**config.mk**
```make
export PLATFORM = sky130hd
export DESIGN_NAME = mskaes_serial_wrapper
export DESIGN_NICKNAME = d
export VERILOG_FILES = /design/src/rtl/mskaes_serial_wrapper.sv
export SDC_FILE = /design/constraint.sdc
export NUM_CORES = 1
export LEC_CHECK = 0
export BUFFER_PORTS_ARGS = -buffer_cell sky130_fd_sc_hd__buf_4
export CAP_MARGIN = 20
export CELL_PAD_IN_SITES_DETAIL_PLACEMENT = 1
export CELL_PAD_IN_SITES_GLOBAL_PLACEMENT = 2
export CORE_AREA = 2 2 348 350
export CTS_BUF_LIST = sky130_fd_sc_hd__clkbuf_4 sky130_fd_sc_hd__clkbuf_8
export DETAILED_ROUTE_END_ITERATION = 7
export DIE_AREA = 0 0 350 352
export MAX_ROUTING_LAYER = met4
export PLACE_DENSITY = 0.77
export SKIP_LAST_GASP = 1
export SLEW_MARGIN = 30
export SYNTH_ARGS = -nofsm -noshare
export SYNTH_HDL_FRONTEND = slang
export SYNTH_SLANG_ARGS = --single-unit
```
**constraint.sdc**
```tcl
create_clock -name clk -period 2 [get_ports clk]
set_input_delay 0.4 -clock clk [delete_from_list [all_inputs] [get_ports clk]]
set_output_delay 0.4 -clock clk [all_outputs]
set_load 0.02 [all_outputs]
```
**src/rtl/mskaes_serial_wrapper.sv**
```systemverilog
// mskaes_serial_wrapper: serial beat loader/unloader around a masked AES core using the shbus layout
module mskaes_serial_wrapper #(
  parameter int d = 2,
  parameter int W = 32
) (
  input  logic             clk,
  input  logic             nrst,
  input  logic             in_valid,
  output logic             in_ready,
  input  logic [W*d-1:0]   in_data,
  output logic             out_valid,
  input  logic             out_ready,
  output logic [W*d-1:0]   out_data,
  output logic             out_last,
  output logic             busy,
  output logic             core_valid_in,
  input  logic             core_ready,
  input  logic             core_cipher_valid,
  output logic [128*d-1:0] core_plaintext,
  output logic [128*d-1:0] core_key,
  input  logic [128*d-1:0] core_ciphertext
);
  localparam int NW = 128 / W;
  localparam int KW = $clog2(2 * NW);
  localparam int MW = NW > 1 ? $clog2(NW) : 1;
  localparam logic [1:0] LOAD  = 2'd0;
  localparam logic [1:0] START = 2'd1;
  localparam logic [1:0] WAIT  = 2'd2;
  localparam logic [1:0] DRAIN = 2'd3;

  logic [1:0]       state_q, state_d;
  logic [KW-1:0]    k_q, k_d;
  logic [MW-1:0]    m_q, m_d;
  logic [128*d-1:0] pt_q, pt_d, key_q, key_d, buf_q, buf_d;
  logic             ld, acc, k_last, m_last;

  assign ld            = state_q == LOAD && in_valid;
  assign acc           = state_q == DRAIN && out_ready;
  assign k_last        = k_q == KW'(2 * NW - 1);
  assign m_last        = m_q == MW'(NW - 1);
  assign in_ready      = state_q == LOAD;
  assign busy          = state_q != LOAD;
  assign core_valid_in = state_q == START && core_ready;
  assign out_valid     = state_q == DRAIN;
  assign out_last      = out_valid && m_last;
  assign core_plaintext = pt_q;
  assign core_key       = key_q;

  // Scatter the incoming word of every share into its interleaved shbus positions
  always_comb begin
    pt_d  = pt_q;
    key_d = key_q;
    for (int w = 0; w < NW; w++)
      for (int i = 0; i < d; i++)
        for (int j = 0; j < W; j++) begin
          if (ld && k_q == KW'(w)) pt_d[(W*w+j)*d+i] = in_data[W*i+j];
          if (ld && k_q == KW'(w + NW)) key_d[(W*w+j)*d+i] = in_data[W*i+j];
        end
  end

  // Gather word m of every share back out of the captured ciphertext; zero outside DRAIN
  always_comb begin
    out_data = '0;
    for (int w = 0; w < NW; w++)
      for (int i = 0; i < d; i++)
        for (int j = 0; j < W; j++)
          if (out_valid && m_q == MW'(w)) out_data[W*i+j] = buf_q[(W*w+j)*d+i];
  end

  // Sequencing: load beats, start the core once, wait for ciphertext, drain beats
  always_comb begin
    k_d   = ld ? (k_last ? '0 : k_q + KW'(1)) : k_q;
    m_d   = acc ? (m_last ? '0 : m_q + MW'(1)) : m_q;
    buf_d = (state_q == WAIT && core_cipher_valid) ? core_ciphertext : buf_q;
    state_d = state_q;
    case (state_q)
      LOAD:    state_d = (ld && k_last) ? START : LOAD;
      START:   state_d = core_ready ? WAIT : START;
      WAIT:    state_d = core_cipher_valid ? DRAIN : WAIT;
      default: state_d = (acc && m_last) ? LOAD : DRAIN;
    endcase
  end

  // State and data registers, all cleared by reset so a partial block is discarded
  always_ff @(posedge clk or negedge nrst) begin
    if (!nrst) begin
      state_q <= LOAD;
      k_q     <= '0;
      m_q     <= '0;
      pt_q    <= '0;
      key_q   <= '0;
      buf_q   <= '0;
    end else begin
      state_q <= state_d;
      k_q     <= k_d;
      m_q     <= m_d;
      pt_q    <= pt_d;
      key_q   <= key_d;
      buf_q   <= buf_d;
    end
  end
endmodule

```
==> results_dict.tcl, run 1 <==
set metrics [dict create \
    status "finished, violations left" \
    violations "setup timing" \
    holdCritStartpoint "in_valid" \
    detail_route.first_pass.iterations 6 \
    drive_gt1_frac 0.651 \
    synth-main-ff-cell "dfrtp_1" \
    area_growth_pct 63.2 \
    finalClockSkew_ns 0.0575 \
    grt_pass1_vias 28071 \
    dpl.hpwl_um 91800 \
    setup-violations-final 820 \
    antenna_found_initial 23 \
    fp.dieW_um 350 \
    cts_root_buf "clkbuf_8" \
    clock_latency_ns 0.87 \
    wl_per_cell_um 26.8 \
    core-area_sq_mm 0.119 \
    wl_um 144000 \
    slew_viol_final 0 \
    cts_tree "done" \
    p_switching_w 0.0343 \
    syn-num-nets 2464 \
    reg2reg_slack_ns -0.65 \
    r2r-start "state_q[1]" \
    syn_inst 2128 \
    die_h_um 352 \
    p_leak_nw 24.4 \
    mostFrequentLayoutCells "buf_4, dfrtp_1, mux2_2, dlygate4sd3_1, clkbuf_8" \
    critPathCaptureType "output port" \
    cts_made_buffers 146 \
    max_cap_violations 0 \
    fin_ws_ns -1.12 \
    via_per_inst 4.72 \
    cp-startpoint "m_q[1]" \
    grt_pass1_wl_um 202000 \
    pre_cts_slack_ns -0.319 \
    drc_errors 0 \
    overflow 0 \
    total_power_w 0.0877 \
    start_util 0.265 \
    ys_ff_latch 775 \
    min_period_over_period 1.56 \
    critPathRequiredTime_ns 1.60 \
    rows 127 \
    dr.first_iter.drc_count 1250 \
    cts_max_level 4 \
    cts_sinks 775 \
    io-pin-count 907 \
    synthArstFlopShare 1.00 \
    timing.hold.worst.class "in -> reg" \
    crit_path_start_kind "register" \
    drtAntennaViolNets 0 \
    synth_cell_type_count 32 \
    synth-edff-count 0 \
    p_sw_frac 0.391 \
    syn_area_per_cell_sq_um 14.9 \
    max_clock_freq_mhz 321 \
    layout_min_cycle_time_ns 3.12 \
    hold_viol 0 \
    yosys_warnings 0 \
    path_clk_slew_ns 0.06 \
    seqPwrFrac 0.317 \
    cp.arrival_ns 2.72 \
    worstMarginPinSlew_ns 0.387 \
    grt.total_usage 0.231 \
    grt_max_degree 61 \
    pwr_density_cell_mw_per_mm2 1700 \
    vias 25401 \
    power.internal_w 0.0534 \
    path_class "reg -> out" \
    relSlewSlack 0.742 \
    rsz0062_at_grt "true" \
    clockBufferDepth 3 \
    cp_max_fo 28 \
    ys_seq_area_frac 0.612 \
    clkPwrFrac 0.186 \
    combPwrFrac 0.497 \
    gp_congestion 0.853 \
    layout_commonest_cell "buf_4" \
    nets 3983 \
    numPortBuffers 906 \
    die-area_sq_mm 0.123 \
    synth_area_sq_mm 0.0317 \
    peakVddDrop_v 0.000938 \
]
-- per-layer routing --
layer,part of all wire,track usage
met5,0,-
met4,0.059,0.128
met3,0.057,0.0554
met2,0.50,0.381
met1,0.39,0.257
-- layout make-up --
cell class              instances  area [sq um]
multi-input cells            1196         12600
well taps                    1612          2020
clock inverters                21           268
diodes                         24          60.1
repair buffers               1521         14600
clock buffers                 220          2730
flip-flops and latches        775         19400
fillers                     12235         67600
inverters                       7          38.8
-- kinds of logic after synthesis --
| logic type | Yosys count | synth area share |
|---|---|---|
| simple gates | 219 | 0.0359 |
| mux | 770 | 0.281 |
| buf+inv | 157 | 0.0255 |
| fa+ha+maj | 10 | 0.00395 |
| compound gates | 197 | 0.0415 |
| flops | 775 | 0.612 |
-- worst paths after layout --
path,endpoint,cells past startpoint
worst max register to register,core_plaintext[103],12
max in group asynchronous,core_key[37],4
min in group asynchronous,core_plaintext[58],3
worst min register to register,core_plaintext[231],1
worst min-delay path,k_q[2],4
worst max-delay path,out_data[19],7
-- power groups by stage --
stage,registers [W],clock network (W),logic (W)
2_1_floorplan,0.0315,0,0.0138
4_1_cts,0.0272,0.0167,0.0414
5_1_grt,0.0285,0.0174,0.0454
3_3_place_gp,0.0270,0,0.0356
6_report,0.0278,0.0163,0.0435
3_5_place_dp,0.0273,0,0.0361
-- registers in the layout, indices dropped and copies added, names as in the netlist --
register	count
core_key	256
core_plaintext	256
k_q	3
buf_q	256
state_q	2
m_q	2
-- Yosys cell counts (2+ instances only) --
cell type / number / area (sq um)
dfrtp_1: 775 / 19400
mux2_2: 710 / 8000
nand2_1: 70 / 263
buf_2: 66 / 330
o21ai_0: 66 / 330
nor3_1: 65 / 325
a21oi_1: 64 / 320
a32o_1: 64 / 641
nor2b_1: 64 / 400
clkbuf_1: 62 / 233
mux2_4: 60 / 901
ha_1: 10 / 125
buf_1: 8 / 30.0
inv_1: 7 / 26.3
buf_12: 6 / 120
buf_4: 6 / 45.0
nand3b_1: 4 / 30.0
nor3b_1: 4 / 30.0
nor2_1: 3 / 11.3
buf_6: 2 / 22.5
-- per-stage QoR --
step	hold slack, ns	cells	TNS [ns]	cell area (sq um)	util
finish	0.195	5376	-254.44	51700	0.433
global route	0.0879	5376	-327.33	51700	0.433
CTS	0.0184	5350	-165.30	51000	0.427
detailed placement	0.353	4673	-17.68	42000	0.352
global placement	0.346	4673	-13.17	42000	0.352
floorplan	0.104	2128	-0.000113	31700	-
-- critical path, stage by stage (launching register included) --
cell and delay [ns]:
dfrtp_2 0.46, buf_6 0.15, ha_4 0.20, buf_12 0.15, buf_16 0.18, nor3_1 0.33, a32o_1 0.23, buf_4 0.16
-- timing repair --
item / in CTS / in global routing
buffers inserted: 80 / 19
hold buffers: 325 / 0
endpoints found under the setup margin: 220 / 573
resized for setup: 330 / 196
hold endpoints to repair: 1256 / 0
cloned: 37 / 7
pin swaps: 40 / 40
Note: power is estimated with default switching activity, not from simulation.
==> inputs of run 2 (changes only) <==
Settings changed: TNS_END_PERCENT set to 5.
==> run 2 against run 1 <==
Effect of this change: the flow still finishes with violations (setup timing); first-iteration DRC count is 8.2% lower; non-clock buffer count shrank 93; final cell count is 1.8% lower; sequential share of layout area grew 2.1 points; routed wire length shrank 7.4%; fmax is 2.5% higher; die area is the same; combinational power shrank 11%; critical endpoint is now out_data[18].
==> results_dict.tcl, run 2 (synthesis gave the netlist of run 1 again) <==
set metrics [dict create \
    rows 127 \
    cts_max_level 4 \
    p_switching_w 0.0320 \
    start_util 0.265 \
    cts_made_buffers 140 \
    drtAntennaViolNets 0 \
    via_per_inst 4.62 \
    slew_viol_final 0 \
    die_h_um 352 \
    r2r_end "core_plaintext[230]" \
    stdcell_area_sq_mm 0.0490 \
    slowest_delay_ns 0.40 \
    timing.hold.worst.class "in -> async" \
    core-area_sq_mm 0.119 \
    fillers 12461 \
    worstMarginPinSlew_ns 0.887 \
    cts_sinks 775 \
    detail_route.first_pass.iterations 4 \
    wl_per_cell_um 25.3 \
    path_class "reg -> out" \
    seqPwrFrac 0.335 \
    drive_gt1_frac 0.602 \
    cts_root_buf "clkbuf_8" \
    clkPwrFrac 0.191 \
    cp_max_fo 9 \
    peakVddDrop_v 0.00112 \
    numPortBuffers 906 \
    dr.first_iter.drc_count 1148 \
    grt.total_usage 0.219 \
    dpl.hpwl_um 92800 \
    path_clk_slew_ns 0.06 \
    antenna_found_initial 28 \
    vias 24371 \
    nets 3884 \
    layout_commonest_cell "buf_4" \
    pre_cts_slack_ns -0.206 \
    dpl-instance-area_sq_mm 0.0419 \
    grt_pass1_wl_um 192000 \
    setup-violations-final 114 \
    p_sw_frac 0.390 \
    grt_max_degree 61 \
    max_cap_violations 0 \
    violations "setup timing" \
    p_leak_nw 23.0 \
    critPathCaptureType "output port" \
    cp_common_cell "buf_4" \
    clockBufferDepth 3 \
    gp_congestion 0.858 \
    relSlewSlack 0.407 \
    pwr_density_cell_mw_per_mm2 1670 \
    cp_cell_sequence "inv_2 > ha_4 > buf_12 > buf_4 > nor2b_2 > nor3_1 > a32o_2 > buf_4" \
    crit_path_start_kind "register" \
    hold_viol 0 \
    cts_tree "done" \
    cp_slowest_cell "dfrtp_1" \
    grt_pass1_vias 26818 \
    area_growth_pct 54.6 \
    status "finished, violations left" \
    power.internal_w 0.0500 \
    mostFrequentLayoutCells "buf_4, dfrtp_1, mux2_2, dlygate4sd3_1, clkbuf_8" \
    finalClockSkew_ns 0.0430 \
    total_power_w 0.0820 \
    fin_ws_ns -1.04 \
    clock_latency_ns 0.90 \
    cp.arrival_ns 2.64 \
    die-area_sq_mm 0.123 \
    critPathRequiredTime_ns 1.60 \
    wl_um 134000 \
    layout_min_cycle_time_ns 3.04 \
    combPwrFrac 0.474 \
    r2r-start "state_q[0]" \
    io-pin-count 907 \
    overflow 0 \
    min_period_over_period 1.52 \
    reg2reg_slack_ns -0.05 \
    fp.dieW_um 350 \
    rsz0062_at_grt "true" \
    max_clock_freq_mhz 329 \
    ff2ff_path_depth 7 \
    drc_errors 0 \
]
-- run 2: cell types whose count changed in the layout (fill, tap and decap cells not counted), sizes merged, moves of 4 or more --
cell / delta
buf: -86
bufbuf: -6
clkbuf: -16
dlygate4sd3: +4
inv: +5
-- run 2: worst max-delay path by stage --
stage | from | end | slack (ns)
global placement | m_q[0] | out_data[13] | -0.21
CTS | m_q[0] | out_data[35] | -1.11
finish | m_q[0] | out_data[18] | -1.04
detailed placement | m_q[1] | out_data[13] | -0.21
global route | m_q[1] | out_data[62] | -1.17
floorplan | m_q[0] | out_data[51] | -0.01
-- run 2: area by class of cell --
cell class / instances / area, sq um / share of cell area
Antenna cell: 27 / 67.6 / 0.00138
Clock buffer: 209 / 2570 / 0.0525
Clock inverter: 23 / 299 / 0.00611
Inverter: 7 / 28.8 / 0.000588
Multi-Input combinational cell: 1196 / 11800 / 0.242
Sequential cell: 775 / 19400 / 0.396
Tap cell: 1612 / 2020 / 0.0412
Timing Repair Buffer: 1428 / 12700 / 0.260
-- run 2: worst max-delay path: cells and delay by family, from the launching register on --
family | cells | cell delay, ns
AOI/OAI and AO/OA | 1 | 0.24
adders and majority gates | 1 | 0.27
buffers and inverters | 4 | 0.61
DFF | 1 | 0.40
and+or+nand+nor | 2 | 0.24
-- run 2: power by group through the flow --
stage | clock, W | combinational [W] | sequential [W]
after detailed placement | 0 | 0.0357 | 0.0274
after CTS | 0.0161 | 0.0382 | 0.0272
final | 0.0157 | 0.0389 | 0.0274
after global placement | 0 | 0.0352 | 0.0270
after floorplan | 0 | 0.0138 | 0.0315
after global routing | 0.0168 | 0.0407 | 0.0282
-- run 2: repair_timing --
item | in CTS | in global routing
buffers inserted | 15 | 3
cloned | 8 | 2
pin swaps | 18 | 3
hold buffers | 328 | 0
endpoints found under the setup margin | 329 | 443
hold endpoints to repair | 1439 | 0
resized for setup | 130 | 41
-- run 2: metrics by stage --
stage                     cells  hold WS, ns  setup TNS [ns]  utilization
after floorplan            2128        0.104          -0.163            -
after global placement     4666        0.320           -7.34        0.351
after detailed placement   4666        0.318          -11.02        0.351
after CTS                  5246        0.152          -81.09        0.408
after global routing       5274        0.201         -103.92        0.410
final                      5277        0.242          -65.51        0.410
-- run 2: per-layer routing --
metal	up-vias	GRT usage	share of wire
li1	10536	-	-
met4	0	0.0866	0.037
met3	248	0.0561	0.062
met1	12727	0.243	0.39
met2	860	0.374	0.52
met5	-	-	0
==> inputs of run 3 (changes only) <==
Settings changed: REMOVE_ABC_BUFFERS set to 1.
==> run 3 against run 2 <==
Effect of this change: the run still ends with setup timing left; clock power rose by 6%; via count rose by 0.82%; worst setup slack got worse by 0.029 ns; largest power group unchanged.
==> results_dict.tcl, run 3 (synthesis gave the netlist of run 1 again) <==
set metrics [dict create \
    status "finished, violations left" \
    violations "setup timing" \
    io-pin-count 907 \
    slew_viol_final 0 \
    rsz0062_at_grt "true" \
    gp_congestion 0.873 \
    drtAntennaViolNets 0 \
    cp.arrival_ns 2.67 \
    r2r_end "core_key[176]" \
    layout_min_cycle_time_ns 3.07 \
    timing.hold.worst.class "in -> reg" \
    numPortBuffers 906 \
    cts_root_buf "clkbuf_8" \
    pwr_density_cell_mw_per_mm2 1690 \
    grt.total_usage 0.220 \
    finalClockSkew_ns 0.0623 \
    clock_latency_ns 0.91 \
    grt_pass1_vias 27789 \
    grt_max_degree 83 \
    max_clock_freq_mhz 326 \
    mostFrequentLayoutCells "buf_4, dfrtp_1, mux2_2, dlygate4sd3_1, clkbuf_8" \
    area_growth_pct 56.4 \
    cts_tree "done" \
    min_period_over_period 1.54 \
    seqCellArea_sq_mm 0.0194 \
    via_per_inst 4.64 \
    fin_ws_ns -1.07 \
    die_h_um 352 \
    relSlewSlack 0.628 \
    hold_viol 0 \
    reg2reg_slack_ns -0.19 \
    clockBufferDepth 3 \
    critPathRequiredTime_ns 1.60 \
    dr.first_iter.drc_count 1185 \
    cts_max_level 4 \
    layout_commonest_cell "buf_4" \
    multi_input_area_sq_mm 0.0122 \
    hold_end "k_q[1]" \
    dpl.hpwl_um 91300 \
    r2r-start "state_q[0]" \
    fillers 12424 \
    peakVddDrop_v 0.000943 \
    overflow 0 \
    path_class "reg -> out" \
    rows 127 \
    cp_max_fo 8 \
    wl_per_cell_um 25.4 \
    crit_path_start_kind "register" \
    path_clk_slew_ns 0.05 \
    die-area_sq_mm 0.123 \
    finish.utilization 0.415 \
    hold_depth 4 \
    antenna_found_initial 15 \
    stdcell_area_sq_mm 0.0495 \
    drc_errors 0 \
    detail_route.first_pass.iterations 5 \
    cts_made_buffers 142 \
    holdCritStartpoint "in_valid" \
    nets 3905 \
    grt_pass1_wl_um 194000 \
    max_cap_violations 0 \
    core-area_sq_mm 0.119 \
    start_util 0.265 \
    critPathCaptureType "output port" \
    drive_gt1_frac 0.624 \
    vias 24572 \
    dpl-instance-area_sq_mm 0.0420 \
    fp.dieW_um 350 \
    worstMarginPinSlew_ns 0.558 \
    ff2ff_path_depth 6 \
    cts_sinks 775 \
    p_leak_nw 23.4 \
    wl_um 135000 \
    setup-violations-final 413 \
]
run 3: report_power, final:
group	switching, W	total (W)	internal, W	leakage, nW
Combinational	0.0203	0.0395	0.0192	12.1
Clock	0.00732	0.0167	0.00936	1.63
Sequential	0.00477	0.0276	0.0228	9.64
Total	0.0324	0.0838	0.0514	23.4
run 3: critical path: stages, from the launching register on:
cell and delay [ns]:
dfrtp_1 0.39, inv_2 0.11, ha_4 0.17, buf_12 0.15, buf_12 0.16, nor2b_2 0.19, nor3_2 0.05, buf_4 0.14
a32o_2 0.27, buf_6 0.14
run 3: worst max-delay path by stage:
| stage | cells past startpoint | slack, ns | from | end |
|---|---|---|---|---|
| global placement | 7 | -0.29 | m_q[0] | out_data[12] |
| global route | 8 | -1.20 | m_q[1] | out_data[16] |
| CTS | 8 | -1.13 | m_q[1] | out_data[43] |
| detailed placement | 7 | -0.29 | m_q[0] | out_data[12] |
| finish | 9 | -1.07 | m_q[0] | out_data[56] |
| floorplan | 2 | -6.48 | state_q[1] | buf_q[0] |
run 3: area by class of cell:
cell class / instances / area share
diodes: 16 / 0.000808
clock buffers: 222 / 0.0566
clock inverters: 26 / 0.00599
inverters: 7 / 0.000581
multi-input cells: 1196 / 0.245
flip-flops and latches: 775 / 0.391
well taps: 1612 / 0.0407
repair buffers: 1447 / 0.258
run 3: what timing repair did:
action,CTS,global route
hold buffers,325,0
hold endpoints to repair,1355,0
gates resized for setup,169,89
pin swaps,29,16
setup endpoints to repair,445,544
cloned,9,1
buffers inserted,9,1
run 3: routing by layer:
metal | vias to the layer above | wire (um) | global-route usage
met1 | 12758 | 51000 | 0.240
met5 | - | 0 | -
li1 | 10543 | - | -
met3 | 261 | 11700 | 0.0781
met2 | 1010 | 66800 | 0.365
met4 | 0 | 5380 | 0.0879
run 3: through the flow:
stage               hold slack [ns]  cells  worst slack (ns)   TNS, ns  total power [W]
floorplan                     0.104   1978             -6.48  -2769.61           0.0442
global placement              0.323   4694            -0.287    -27.39           0.0623
detailed placement            0.329   4694            -0.291    -30.73           0.0631
CTS                          0.0344   5285             -1.13   -104.36           0.0831
global route                  0.150   5296             -1.20   -143.16           0.0877
finish                        0.172   5301             -1.07    -90.92           0.0838
